==> src/rtl/psum_col_collector.sv <==
// psum_col_collector: south-edge receiver for the MAC array.
// Each column captures its psum word into a private FIFO when its (skewed)
// valid bit is high; once every column holds a word, one aligned row can be
// popped into the registered output.
// Optional build macro: PSUM_RELU_EN clamps negative popped words to zero.
//
// Handshake: o_valid acts as "row available" and rd as "consumer ready";
// a pop happens exactly on an edge where rd & o_valid, and the popped row
// appears on out with a one-cycle out_vld pulse after that edge. rd without
// o_valid is ignored.
module psum_col_collector #(
    parameter int psum_bw   = 16,
    parameter int col       = 8,
    parameter int depth     = 8,
    parameter int depth_log = 3
) (
    input  logic                   clk,
    input  logic                   reset,
    input  logic [psum_bw*col-1:0] in,
    input  logic [col-1:0]         valid,
    input  logic                   rd,
    input  logic                   ovf_clr,
    output logic [psum_bw*col-1:0] out,
    output logic                   out_vld,
    output logic                   o_valid,
    output logic                   o_full,
    output logic                   overflow
);

    localparam logic [depth_log:0] full_cnt = (depth_log + 1)'(depth);

    logic [psum_bw-1:0]     mem    [col][depth];
    logic [depth_log-1:0]   wr_ptr [col];
    logic [depth_log-1:0]   rd_ptr [col];
    logic [depth_log:0]     count  [col];

    logic [col-1:0]         nonempty;
    logic [col-1:0]         full;
    logic [col-1:0]         wr_ok;
    logic                   pop;
    logic                   drop;
    logic [psum_bw*col-1:0] head_row;

    // Per-column status derived from the registered counts.
    always_comb begin
        nonempty = '0;
        full     = '0;
        for (int i = 0; i < col; i++) begin
            nonempty[i] = (count[i] != '0);
            full[i]     = (count[i] == full_cnt);
        end
    end

    assign o_valid = &nonempty;
    assign o_full  = |full;
    assign pop     = rd & o_valid;
    // A full column still accepts a word when the same edge pops its head.
    assign wr_ok   = valid & (~full | {col{pop}});
    assign drop    = (|(valid & full)) & ~pop;

    // Head of every column; the optional clamp zeroes negative words.
    always_comb begin
        head_row = '0;
        for (int i = 0; i < col; i++) begin
`ifdef PSUM_RELU_EN
            head_row[i*psum_bw +: psum_bw] =
                mem[i][rd_ptr[i]][psum_bw-1] ? '0 : mem[i][rd_ptr[i]];
`else
            head_row[i*psum_bw +: psum_bw] = mem[i][rd_ptr[i]];
`endif
        end
    end

    // FIFO storage: contents need no reset, only the pointers do.
    always_ff @(posedge clk) begin
        for (int i = 0; i < col; i++) begin
            if (wr_ok[i]) begin
                mem[i][wr_ptr[i]] <= in[i*psum_bw +: psum_bw];
            end
        end
    end

    // Per-column pointers and occupancy counts.
    always_ff @(posedge clk or posedge reset) begin
        if (reset) begin
            for (int i = 0; i < col; i++) begin
                wr_ptr[i] <= '0;
                rd_ptr[i] <= '0;
                count[i]  <= '0;
            end
        end else begin
            for (int i = 0; i < col; i++) begin
                if (wr_ok[i]) begin
                    wr_ptr[i] <= wr_ptr[i] + 1'b1;
                end
                if (pop) begin
                    rd_ptr[i] <= rd_ptr[i] + 1'b1;
                end
                case ({wr_ok[i], pop})
                    2'b10:   count[i] <= count[i] + 1'b1;
                    2'b01:   count[i] <= count[i] - 1'b1;
                    default: count[i] <= count[i];
                endcase
            end
        end
    end

    // Registered output row and its one-cycle strobe.
    always_ff @(posedge clk or posedge reset) begin
        if (reset) begin
            out     <= '0;
            out_vld <= 1'b0;
        end else begin
            out_vld <= pop;
            if (pop) begin
                out <= head_row;
            end
        end
    end

    // Sticky overflow: a drop on the same edge as ovf_clr keeps it set.
    always_ff @(posedge clk or posedge reset) begin
        if (reset) begin
            overflow <= 1'b0;
        end else if (drop) begin
            overflow <= 1'b1;
        end else if (ovf_clr) begin
            overflow <= 1'b0;
        end
    end

endmodule

==> config.mk <==
export PLATFORM = sky130hd
export DESIGN_NAME = psum_col_collector
export DESIGN_NICKNAME = d
export VERILOG_FILES = /design/src/rtl/psum_col_collector.sv
export SDC_FILE = /design/constraint.sdc
export NUM_CORES = 1
export LEC_CHECK = 0
export CAP_MARGIN = 20
export CORE_MARGIN = 3
export CORE_UTILIZATION = 59
export DETAILED_ROUTE_END_ITERATION = 8
export GPL_TIMING_DRIVEN = 1
export PLACE_DENSITY = 0.84
export SLEW_MARGIN = 30
export SYNTH_ARGS = -nofsm -noshare
export SYNTH_HDL_FRONTEND = slang
export SYNTH_SLANG_ARGS = --single-unit
==> constraint.sdc <==
create_clock -name clk -period 7.5 [get_ports clk]
set_clock_uncertainty 0.15 [all_clocks]
set_input_delay 0.75 -clock clk [delete_from_list [all_inputs] [get_ports clk]]
set_output_delay 0.75 -clock clk [all_outputs]
set_load 0.005 [all_outputs]
==> flow_summary_export.csv <==
group,metric,value,unit
die,ioPinCount,272,
global_route,total_global_routing_overflow,0,
timing,max_slew_margin,37.4,%
route,average_routed_wire_per_standard_cell,25.0,um
yosys,synth_area_leaders,"edfxtp_1 65%, mux4_2 12%, dfrtp_1 11%",
timing,tightestPinTransition,0.938,ns
yosys,synth_top_area_share,64.5,%
cts,max-clock-path-buffers,3,
route,routed-wl-met2,51600,um
worst_setup_path,setup.worst_path.class,"reg -> reg",
route,routed_wl,98300,um
yosys,async_reset_ff_share,17.0,%
global_route,grt_use_total,23.6,%
timing,final_max_slew_viol_count,0,
cts,cts_num_sinks,1234,
route,drt_first_iter_violations,2061,
cts,postCtsResizedCells,0,
run,drv_cap,0,
die,standard_cell_row_count,103,
cts,cts-buffers-inserted,116,
pwr,power-per-cell-area,404,nW/um^2
die,die_y,290,um
die,die_w,290,um
cts,worst_setup_hold_path_clk_slew,0.06,ns
cts,post_cts_buffers,0,
status,outcome,"finished clean",
timing,final_min_period_over_clock_period,56.3,%
route,drt-vias-per-instance,6.06,
yosys,yosysMostFrequentCell,"edfxtp_1",
pwr,p_leak,19.3,nW
yosys,synthTopCellsByCount,"1024 x edfxtp_1, 256 x mux4_2, 210 x dfrtp_1, 194 x nand2_1, 142 x o21ai_0",
yosys,synth_warnings,0,
yosys,postSynthCellCount,2437,
die,design.die.area,84200,sq um
place,finalWeightedCongestion,0.792,
place,numPlacedInstances,3697,
global_route,antenna_found_initial,14,
cts,holdBufCountCts,0,
pwr,peakVddDrop,0.316,mV
route,dr.pass1.iters,6,
timing,hold_ws,0.324,ns
global_route,maximum_number_of_pins_on_one_net_before_global_route_repair,121,
pwr,finalPower,22.7,mW
place,io_buffers,271,
yosys,synth_edf_count,1024,
min_path,holdCritPathClass,"reg -> reg",
cts,clockRootBuffer,"clkbuf_16",
route,post-route-drc-count,0,
worst_setup_path,arrival,4.43,ns
global_route,grt_first_pass_wirelength,153000,um
finish,growth_of_design_area_from_synthesis_to_finish,17.8,%
route,drtAntennaViolNets,0,
cts,clock_tree.htree_level_count,3,
yosys,synth_area,47700,sq um
yosys,synth_area_per_cell,19.6,sq um
yosys,post-synth-top-area-cell,"edfxtp_1",
cts,cts_tree,"done",
finish,final.fill_count,4471,
die,initial_core_util,59.9,%
route,total_number_of_vias,23800,
yosys,syn_nets,2617,
timing,rsz0062_at_grt,"no",
timing,timing.setup.tns,0,ns
die,core-area,79500,sq um
timing,setup_viol_count_final,0,
place,dp_worst_setup_slack,2.24,ns
route,top_layer_used,"met5",
yosys,seq_area_frac_synth,75.6,%
finish,layout.cell_area.non_filler,56100,sq um
worst_setup_path,timing.critical_path.to_type,"register",
yosys,ys_types,47,
route,detail_route.wirelength.met1,37000,um
route,wl_met3,6650,um
global_route,vias_in_the_first_global_route,25500,
finish,finish.cell_count_without_fillers,3932,
timing,timing_hold_violations_final,0,
worst_setup_path,cp_data_required_time,7.71,ns
yosys,synth-seq-cells,1234,
worst_setup_path,critPathMaxFanout,55,
finish,layout_cells_sized_above_1,20.6,%
worst_setup_path,cp-start-kind,"register",
timing,max_freq,237,MHz
cts,insertion_delay,0.68,ns
timing,setup_ws,3.28,ns
timing,period_minus_slack,4.22,ns
yosys,dominantRegCellSynth,"edfxtp_1",
finish,layout.core_utilization,70.6,%
place,dpl-instance-area,52000,sq um
place,dp_hpwl,59000,um
finish,finish.net_count,2949,
==> worst paths after layout <==
kind / end / slack, ns / depth (start not counted) / start
min in group asynchronous: out[28]$_DFFE_PP0N_ / 0.45 / 2 / reset
min: rd_ptr[17]$_DFFE_PP0N_ / 0.32 / 1 / rd_ptr[17]$_DFFE_PP0N_
max in group asynchronous: rd_ptr[3]$_DFFE_PP0N_ / 5.20 / 3 / reset
max reg2reg: mem[1][459]$_DFFE_PP_ / 3.28 / 9 / count[19]$_DFFE_PP0P_
min reg2reg: rd_ptr[17]$_DFFE_PP0N_ / 0.32 / 1 / rd_ptr[17]$_DFFE_PP0N_
max: mem[1][459]$_DFFE_PP_ / 3.28 / 9 / count[19]$_DFFE_PP0P_
==> metal layers <==
layer / global-route usage, % / up-vias
li1: - / 10400
met1: 30.9 / 12400
met2: 40.5 / 882
met3: 4.40 / 198
met4: 8.15 / 12
met5: 0 / -
==> critical path, stage by stage, from the launching register on <==
cell	delay (ns)
dfrtp_1	0.45
inv_1	0.12
a22o_1	0.21
a221o_1	0.31
or3_4	0.54
inv_4	0.53
buf_4	0.38
o21ai_0	0.26
nor3_2	0.61
buf_4	0.32
==> flip-flops by register name (all words and copies together) (netlist names) <==
| signal | cells |
|---|---|
| mem | 1024 |
| out | 128 |
| count | 32 |
| rd_ptr | 24 |
| wr_ptr | 24 |
| out_vld | 1 |
| overflow | 1 |
==> layout by cell type, fill, tap and decap left out, types with 29 or more instances in the layout <==
cell | Yosys | routed
ha_1 | 32 | 32
buf_4 | 0 | 68
dfrtp_1 | 210 | 194
edfxtp_1 | 1024 | 1024
mux2i_1 | 141 | 141
nand2_1 | 194 | 194
inv_1 | 44 | 43
clkdlybuf4s50_1 | 0 | 271
clkbuf_1 | 79 | 29
clkbuf_16 | 0 | 118
o21ai_0 | 142 | 142
mux4_2 | 256 | 256
xnor2_1 | 51 | 51
==> report_power, final <==
group	leakage (nW)	total (mW)	internal [mW]	switching [mW]
registers	11.8	10.1	8.93	1.15
clock network	1.92	5.94	3.49	2.45
logic	5.60	6.67	3.34	3.33
total	19.3	22.7	15.8	6.93
==> cell families after synthesis <==
kind of cell / Yosys count / share of synthesized area (%)
AO/OA/AOI/OAI: 204 / 2.49
XOR/XNOR: 51 / 0.937
adder cells (fa/ha/maj): 40 / 1.18
buffers and inverters: 175 / 1.45
flip-flops: 1234 / 75.6
multiplexers: 414 / 15.5
AND/OR/NAND/NOR: 319 / 2.93
==> cell type report <==
| cell class | count | area (sq um) | area share (%) |
|---|---|---|---|
| Antenna cell | 10 | 25.0 | 0.0446 |
| Inverter | 45 | 179 | 0.319 |
| Timing Repair Buffer | 344 | 3310 | 5.90 |
| Multi-Input combinational cell | 1028 | 11300 | 20.2 |
| Clock inverter | 63 | 724 | 1.29 |
| Sequential cell | 1234 | 36000 | 64.2 |
| Tap cell | 1050 | 1310 | 2.34 |
| Clock buffer | 158 | 3210 | 5.73 |
Note: power is estimated with default switching activity, not from simulation.
